[src/rtl/sqdet_arbiter.sv]
// ---------------------------------------------------------------------------
// sqdet_arbiter
//
// Shares one external serial sequence detector between NREQ requesters.
// A granted requester's FRAME_W-bit frame is latched, the detector is cleared
// for one cycle, the frame is shifted out MSB first while the detector's Mealy
// match output is counted, and a one-cycle report carries the requester index,
// the number of match cycles and the match value seen on the final bit.
//
// Configuration macro:
//   SQDET_ARB_FIXED_PRIO_EN  defined   -> fixed priority, lowest index wins
//                            undefined -> round-robin starting after the last
//                                         granted index (default build)
//
// Ports:
//   clk         in   single clock, rising edge
//   rst         in   asynchronous active-low reset
//   req         in   [NREQ]          per-requester level request
//   frame_data  in   [NREQ*FRAME_W]  requester i frame at [i*FRAME_W +: FRAME_W]
//   ack         out  [NREQ]          one-hot grant pulse, frame captured this cycle
//   busy        out                  frame in flight (CLEAR, SHIFT, REPORT)
//   det_din     out                  serial bit to the detector
//   det_rst_n   out                  active-low clear to the detector
//   det_dout    in                   detector match for the current det_din
//   done        out                  one-cycle pulse in the REPORT cycle
//   done_id     out  [$clog2(NREQ)]  requester index of the finished frame
//   hit_cnt     out  [CNT_W]         match cycles counted during the frame
//   last_hit    out                  match value on the final frame bit
// ---------------------------------------------------------------------------
module sqdet_arbiter #(
    parameter int NREQ    = 4,
    parameter int FRAME_W = 8,
    parameter int CNT_W   = $clog2(FRAME_W + 1)
) (
    input  logic                       clk,
    input  logic                       rst,
    input  logic [NREQ-1:0]            req,
    input  logic [NREQ*FRAME_W-1:0]    frame_data,
    output logic [NREQ-1:0]            ack,
    output logic                       busy,
    output logic                       det_din,
    output logic                       det_rst_n,
    input  logic                       det_dout,
    output logic                       done,
    output logic [$clog2(NREQ)-1:0]    done_id,
    output logic [CNT_W-1:0]           hit_cnt,
    output logic                       last_hit
);

    localparam int ID_W  = $clog2(NREQ);
    localparam int BIT_W = $clog2(FRAME_W);
    localparam logic [BIT_W-1:0] LAST_BIT = BIT_W'(FRAME_W - 1);
    localparam logic [CNT_W-1:0] CNT_MAX  = CNT_W'(FRAME_W);

    typedef enum logic [1:0] {
        IDLE,
        CLEAR,
        SHIFT,
        REPORT
    } state_t;

    state_t              state;
    state_t              next_state;
    logic                any_req;
    logic [ID_W-1:0]     sel;
    logic [FRAME_W-1:0]  frame_reg;
    logic [BIT_W-1:0]    bit_cnt;
    logic [CNT_W-1:0]    work_cnt;
    logic [CNT_W-1:0]    hit_next;
    logic [ID_W-1:0]     cur_id;
    logic [ID_W-1:0]     done_id_r;
    logic [CNT_W-1:0]    hit_cnt_r;
    logic                last_hit_r;

`ifndef SQDET_ARB_FIXED_PRIO_EN
    logic [ID_W-1:0]     last_ptr;
    logic                found;
`endif

    assign any_req = |req;

    // Requester selection. Round-robin scans upward from the slot after the
    // last grant, so a requester that stays high is only served again after
    // every other pending requester has had its turn.
`ifdef SQDET_ARB_FIXED_PRIO_EN
    always_comb begin
        sel = '0;
        for (int i = NREQ - 1; i >= 0; i--) begin
            if (req[i]) begin
                sel = ID_W'(i);
            end
        end
    end
`else
    always_comb begin
        sel   = '0;
        found = 1'b0;
        for (int k = 1; k <= NREQ; k++) begin
            if (!found && req[(int'(last_ptr) + k) % NREQ]) begin
                sel   = ID_W'((int'(last_ptr) + k) % NREQ);
                found = 1'b1;
            end
        end
    end

    // Last-granted pointer; resetting it to the top index hands requester 0
    // first priority out of reset.
    always_ff @(posedge clk or negedge rst) begin
        if (!rst) begin
            last_ptr <= ID_W'(NREQ - 1);
        end else if (state == IDLE && any_req) begin
            last_ptr <= sel;
        end
    end
`endif

    // Next-state logic
    always_comb begin
        next_state = state;
        case (state)
            IDLE:    if (any_req) next_state = CLEAR;
            CLEAR:   next_state = SHIFT;
            SHIFT:   if (bit_cnt == LAST_BIT) next_state = REPORT;
            REPORT:  next_state = IDLE;
            default: next_state = IDLE;
        endcase
    end

    // Saturating hit count including the match of the bit currently on det_din
    assign hit_next = (det_dout && work_cnt != CNT_MAX) ? work_cnt + 1'b1 : work_cnt;

    // State register and datapath. The result registers are loaded on the
    // final SHIFT edge so they are valid throughout REPORT and then hold.
    always_ff @(posedge clk or negedge rst) begin
        if (!rst) begin
            state      <= IDLE;
            frame_reg  <= '0;
            bit_cnt    <= '0;
            work_cnt   <= '0;
            cur_id     <= '0;
            done_id_r  <= '0;
            hit_cnt_r  <= '0;
            last_hit_r <= 1'b0;
        end else begin
            state <= next_state;
            case (state)
                IDLE: begin
                    if (any_req) begin
                        frame_reg <= frame_data[int'(sel)*FRAME_W +: FRAME_W];
                        cur_id    <= sel;
                    end
                end
                CLEAR: begin
                    bit_cnt  <= '0;
                    work_cnt <= '0;
                end
                SHIFT: begin
                    frame_reg <= {frame_reg[FRAME_W-2:0], 1'b0};
                    bit_cnt   <= bit_cnt + 1'b1;
                    work_cnt  <= hit_next;
                    if (bit_cnt == LAST_BIT) begin
                        done_id_r  <= cur_id;
                        hit_cnt_r  <= hit_next;
                        last_hit_r <= det_dout;
                    end
                end
                default: ;
            endcase
        end
    end

    // Outputs. ack is combinational so the frame is captured in the grant
    // cycle; gating with rst keeps it low while reset is held.
    assign ack       = (state == IDLE && any_req && rst) ? (NREQ'(1) << sel) : '0;
    assign busy      = (state != IDLE);
    assign done      = (state == REPORT);
    assign det_din   = (state == SHIFT) ? frame_reg[FRAME_W-1] : 1'b0;
    assign det_rst_n = rst && (state != CLEAR);
    assign done_id   = done_id_r;
    assign hit_cnt   = hit_cnt_r;
    assign last_hit  = last_hit_r;

endmodule

[config.mk]
export PLATFORM = sky130hd
export DESIGN_NAME = sqdet_arbiter
export DESIGN_NICKNAME = d
export VERILOG_FILES = /design/src/rtl/sqdet_arbiter.sv
export SDC_FILE = /design/constraint.sdc
export NUM_CORES = 1
export LEC_CHECK = 0
export ABC_AREA = 1
export BUFFER_PORTS_ARGS = -buffer_cell sky130_fd_sc_hd__clkbuf_2
export CAP_MARGIN = 40
export CORE_MARGIN = 2
export CORE_UTILIZATION = 40
export CTS_BUF_LIST = sky130_fd_sc_hd__clkbuf_8
export DETAILED_ROUTE_END_ITERATION = 12
export GPL_TIMING_DRIVEN = 0
export PLACE_DENSITY_LB_ADDON = 0.05
export SYNTH_ARGS = -nofsm -noshare
export SYNTH_HDL_FRONTEND = slang
export SYNTH_SLANG_ARGS = --single-unit
[constraint.sdc]
create_clock -name clk -period 2 [get_ports clk]
set_input_delay 0.2 -clock clk [delete_from_list [all_inputs] [get_ports clk]]
set_output_delay 0.2 -clock clk [all_outputs]
set_load 0.005 [all_outputs]
==> reports/metrics.yaml, run 1 <==
critPathLaunch: "last_ptr[0]"
slew_violations: 0
synth_top_area_cell: "dfrtp_1"
dr.pass1.iters: 4
ys_ff_latch: 28
design_area_mm2: 0.00268
path_max_fanout: 6
insertion_delay_ns: 0.27
numClockSinks: 28
clkTransAtPathRegs_ns: 0.10
clockBufferDepth: 2
rsz0062_at_grt: "yes"
fill_cells: 451
drt-total-wl_mm: 4.95
fin_crit_ns: 2.26
ant_nets: 0
hold_class: "in -> reg"
netlist_area_mm2: 0.00194
grt_pass1_wl_mm: 8.06
final-setup-viol-count: 12
n_antenna_cell: 0
cp-endpoint: "ack[3]"
cts-root-buf: "clkbuf_8"
cp_common_cell: "nand2_4"
maxCapViolations: 0
dpl.hpwl_mm: 3.51
dr_total_vias: 1984
start_util_pct: 41.4
portBuffers: 53
largest_reg_flops: 8
rr_worst_depth: 17
worstPathRequired_ns: 1.80
worst_r2r_endpoint: "frame_reg[1]"
yosysTopAreaCellShare_pct: 33.5
tns_ns: -2.03
start_kind: "flip-flop"
fin_crit_sh_pct: 113
overflow: 0
cts_buffers: 3
r2r-start: "last_ptr[0]"
ys_top_cells_by_count: "nand2_1, nand3_1, dfrtp_1"
skew_ns: 0.00516
cp_cell_sequence: "buf_6, buf_6, nand2_4, nand2_4, nand2_1, nand2_2, nand3_2, nand3_2, nand2_4, buf_8, nor3_2, buf_2"
irDropWorstVdd_uv: 758
die_w_um: 73.7
critPathMaxStageDelay_ns: 0.58
timing.fmax_ghz: 0.442
final_core_util_pct: 57.1
fin_total_pwr_mw: 5.02
end_kind: "primary output"
leakagePower_nw: 1.48
hold_violations: 0
synth_fp_nets: 324
synth.distinct_cells: 25
cp_data_arrival_time_ns: 2.06
slew_headroom_pct: 55.1
routed_via_density: 4.94
cts_max_level: 1
criticalPathCategory: "reg -> out"
antenna_found_initial: 0
synth_edf_count: 0
die_y_um: 73.7
rrSetupSlack_ns: -0.15
synth_area_leaders: "dfrtp_1, nand2_1, nand3_1, ha_1, o21ai_0"
p_per_area_mw_per_mm2: 1870
cp_slowest_cell: "dfstp_2"
yosysMostFrequentCell: "nand2_1"
core_mm2: 0.00469
synth_cells: 276
layout-drive-gt1-share_pct: 37.9
wl_per_cell_um: 12.3
ios: 54
async_reset_ff_share_pct: 100
yosysSeqAreaShare_pct: 36.2
place_area_mm2: 0.00228
dpl.cell_count: 383
grt_pass1_vias: 1843
rows: 25
drc: 0
status: "finished with violations"
cts_tree: "done"
syn_avg_cell_area_um2: 7.04
ys_warn_count: 0
violations: "setup timing"
finalWorstSetupSlack_ns: -0.261
grt.total_usage_pct: 18.6
synthToLayoutAreaGrowth_pct: 37.9
dp_slack_ns: -0.273
ys_dominant_reg_cell: "dfrtp_1"
dieArea_mm2: 0.00543
first_iter_violations: 57
gp_congestion: 0.834
grt_max_degree: 18
fin_cells: 402
whs_ns: 0.215
nets: 397
tightest_slew_ns: 0.668
critical path, delay by kind of cell, from the launching register on:
family	cells	cell delay, ns
AND/OR/NAND/NOR	8	0.68
buffers and inverters	4	0.53
flip-flops	1	0.58
placed cells by master, fill, tap and decap left out, drive strengths merged:
| master | Yosys | final |
|---|---|---|
| nor4 | 2 | 2 |
| nand4 | 7 | 7 |
| ha | 9 | 9 |
| clkbuf | 5 | 56 |
| nor3 | 4 | 4 |
| dfstp | 2 | 2 |
| nor2 | 14 | 14 |
| nand2 | 118 | 118 |
| buf | 5 | 23 |
| o21ai | 19 | 19 |
| bufinv | 0 | 1 |
| o22ai | 4 | 4 |
| nand3 | 30 | 30 |
| o21bai | 4 | 4 |
| dlymetal6s4s | 0 | 1 |
| dfrtp | 26 | 26 |
| xor2 | 3 | 3 |
| inv | 23 | 23 |
| dlygate4sd3 | 0 | 1 |
| mux2 | 1 | 1 |
metal layers:
| metal | part of all wire (%) | up-vias | wire length, um | track usage, % |
|---|---|---|---|---|
| met2 | 48 | 44 | 2370 | 31.5 |
| met1 | 47 | 900 | 2310 | 24.3 |
| met3 | 4.5 | 4 | 225 | 3.16 |
| li1 | - | 1036 | - | - |
| met4 | 0.85 | 0 | 42 | 5.25 |
| met5 | 0 | - | 0 | 0 |
power breakdown:
group          leakage [nW]  internal, mW  switching [mW]
Clock                0.0357         0.268           0.170
Sequential            0.340         0.769           0.109
Combinational          1.10          1.51            2.19
Total                  1.48          2.55            2.47
how the worst min path moves through the flow:
stage / start / end / slack, ns / cells past startpoint
floorplan: rst / bit_cnt[0] / -0.1 / 0
global placement: rst / work_cnt[0] / 0.30 / 1
detailed placement: rst / hit_cnt[1] / 0.30 / 1
CTS: det_dout / last_hit / 0.20 / 2
global route: det_dout / last_hit / 0.20 / 2
finish: det_dout / last_hit / 0.22 / 2
area by class of cell:
| class | instances | area [um^2] | share of cell area (%) |
|---|---|---|---|
| buffer | 8 | 63.8 | 2.38 |
| clock buffer | 3 | 41.3 | 1.54 |
| clock inverter | 1 | 30.0 | 1.12 |
| inverter | 23 | 93.8 | 3.50 |
| multi-input combinational | 215 | 1260 | 47.2 |
| sequential | 28 | 703 | 26.2 |
| tap | 54 | 67.6 | 2.52 |
| timing repair buffer | 70 | 415 | 15.5 |
cells by family after synthesis:
| kind of cell | share of synthesized area, % |
|---|---|
| muxes | 0.579 |
| buffers and inverters | 7.79 |
| and+or+nand+nor | 40.6 |
| DFF | 36.2 |
| adders and majority gates | 5.80 |
| AOI/OAI and AO/OA | 7.73 |
| xor gates and xnor gates | 1.35 |
timing repair:
action | CTS | global route
gates cloned | 0 | 0
gates resized for setup | 40 | 21
endpoints found under the hold margin | 14 | 0
hold buffers | 2 | 0
pin swaps | 25 | 18
setup buffers | 14 | 2
endpoints found under the setup margin | 12 | 27
(Power assumes the default switching activity.)
==> run 2, diff against run 1 <==
--- a/constraint.sdc
+++ b/constraint.sdc
@@ -3,2 +3,2 @@
 set_output_delay 0.2 -clock clk [all_outputs]
-set_load 0.005 [all_outputs]
+set_load 0.05 [all_outputs]
==> run 2 against run 1 <==
Die area unchanged. Design area grew 1.6%. Sequential share of layout area shrank 0.42 points. The flow still finishes with violations (setup timing).
==> reports/metrics.yaml, run 2 (synthesis results as in run 1) <==
status: "finished with violations"
violations: "setup timing"
antenna_found_initial: 0
drc: 0
drt-total-wl_mm: 4.94
die_y_um: 73.7
hold_class: "in -> reg"
dieArea_mm2: 0.00543
portBuffers: 53
leakagePower_nw: 1.47
grt_pass1_vias: 1733
routed_via_density: 4.93
critPathMaxStageDelay_ns: 0.60
gp_congestion: 0.819
layout.cells.most_common: "nand2_1"
hold_violations: 0
timing.fmax_ghz: 0.416
criticalPathCategory: "reg -> out"
fill_cells: 445
fin_crit_ns: 2.40
clkTransAtPathRegs_ns: 0.09
start_util_pct: 41.4
irDropWorstVdd_uv: 740
hold_depth: 2
cts_tree: "done"
grt.total_usage_pct: 18.3
layout-drive-gt1-share_pct: 37.3
grt_max_degree: 24
whs_ns: 0.206
wl_per_cell_um: 12.4
tns_ns: -2.88
cts-root-buf: "clkbuf_8"
dr.pass1.iters: 4
synthToLayoutAreaGrowth_pct: 40.1
cp_top_family: "simple AND/OR/NAND/NOR gates"
layout_common_cells: "nand2_1, clkbuf_2, dfrtp_1"
ant_nets: 0
dpl.hpwl_mm: 3.50
power_frac_clock_pct: 6.6
cp_cell_sequence: "buf_6, nand2_4, nand3_4, nand2_4, nor2_4, nand4_1, nand2_2, inv_4, buf_8, nor3_4, buf_8"
overflow: 0
first_iter_violations: 95
rsz0062_at_grt: "yes"
rr_worst_depth: 16
grt_pass1_wl_mm: 7.82
finalWorstSetupSlack_ns: -0.404
slew_violations: 0
die_w_um: 73.7
end_kind: "primary output"
cp_num_cells: 11
dr_total_vias: 1957
n_antenna_cell: 0
pwr-share-comb_pct: 76.3
cp_data_arrival_time_ns: 2.20
slew_headroom_pct: 59.5
maxCapViolations: 0
cts_max_level: 1
cts_buffers: 3
p_per_area_mw_per_mm2: 1910
p_int_mw: 2.40
power_frac_seq_pct: 17.1
cp_slowest_cell: "dfstp_2"
path_buf_inv: 4
ios: 54
skew_ns: 0.00696
worstPathRequired_ns: 1.80
numClockSinks: 28
core_mm2: 0.00469
fin_total_pwr_mw: 5.19
fin_crit_sh_pct: 120
start_kind: "flip-flop"
nets: 392
clockBufferDepth: 2
switching_share_pct: 53.7
dp_slack_ns: -0.228
path_max_fanout: 8
largest_reg_flops: 8
power_switching_mw: 2.79
insertion_delay_ns: 0.27
final-setup-viol-count: 12
tightest_slew_ns: 0.602
rows: 25
final_core_util_pct: 58.0
[run 2: cell count changes in the layout (fill, tap and decap cells not counted), moves of 4 or more]
cell	delta
buf_2	-4
buf_4	-4
buf_6	-5
buf_8	+7
nor3_2	-4
nor3_4	+4
[run 2: layout make-up]
cell class	instances	area, um^2	area share, %
flip-flops and latches	28	703	25.8
well taps	54	67.6	2.48
multi-input cells	215	1310	48.2
inverters	23	98.8	3.63
repair buffers	65	418	15.3
clock buffers	4	55.1	2.02
plain buffers	8	67.6	2.48
[run 2: path summary, 6_finish.rpt]
path | startpoint | slack, ns | to
max reg2reg | last_ptr[0] | -0.20 | frame_reg[1]
max | last_ptr[0] | -0.40 | ack[3]
min reg2reg | frame_reg[3] | 0.48 | frame_reg[3]
min in group asynchronous | rst | 0.42 | frame_reg[4]
min | det_dout | 0.21 | last_hit
max in group asynchronous | rst | 1.01 | frame_reg[5]
[run 2: per-stage QoR]
step	area, um^2	instances
2_1_floorplan	2030	276
3_3_place_gp	2360	383
3_5_place_dp	2360	383
4_1_cts	2570	396
5_1_grt	2720	397
6_report	2720	397
[run 2: timing repair]
item	4_1_cts	5_1_grt
gates resized for setup	22	35
setup buffers	6	2
endpoints found under the hold margin	23	0
hold buffers	3	0
pin swaps	12	13
endpoints found under the setup margin	12	13
[run 2: power by group through the flow]
stage	Clock [mW]	Sequential (mW)	Combinational, mW
3_5_place_dp	0	0.898	3.28
4_1_cts	0.355	0.879	3.59
3_3_place_gp	0	0.895	3.27
2_1_floorplan	0	0.888	2.64
6_report	0.344	0.886	3.96
5_1_grt	0.381	0.909	4.39
[run 2: per-layer routing]
| layer | GRT usage, % | up-vias | wire [um] |
|---|---|---|---|
| li1 | - | 1030 | - |
| met1 | 24.9 | 871 | 2390 |
| met2 | 29.8 | 49 | 2200 |
| met3 | 2.74 | 7 | 256 |
| met4 | 6.06 | 0 | 93 |
| met5 | 0 | - | 0 |
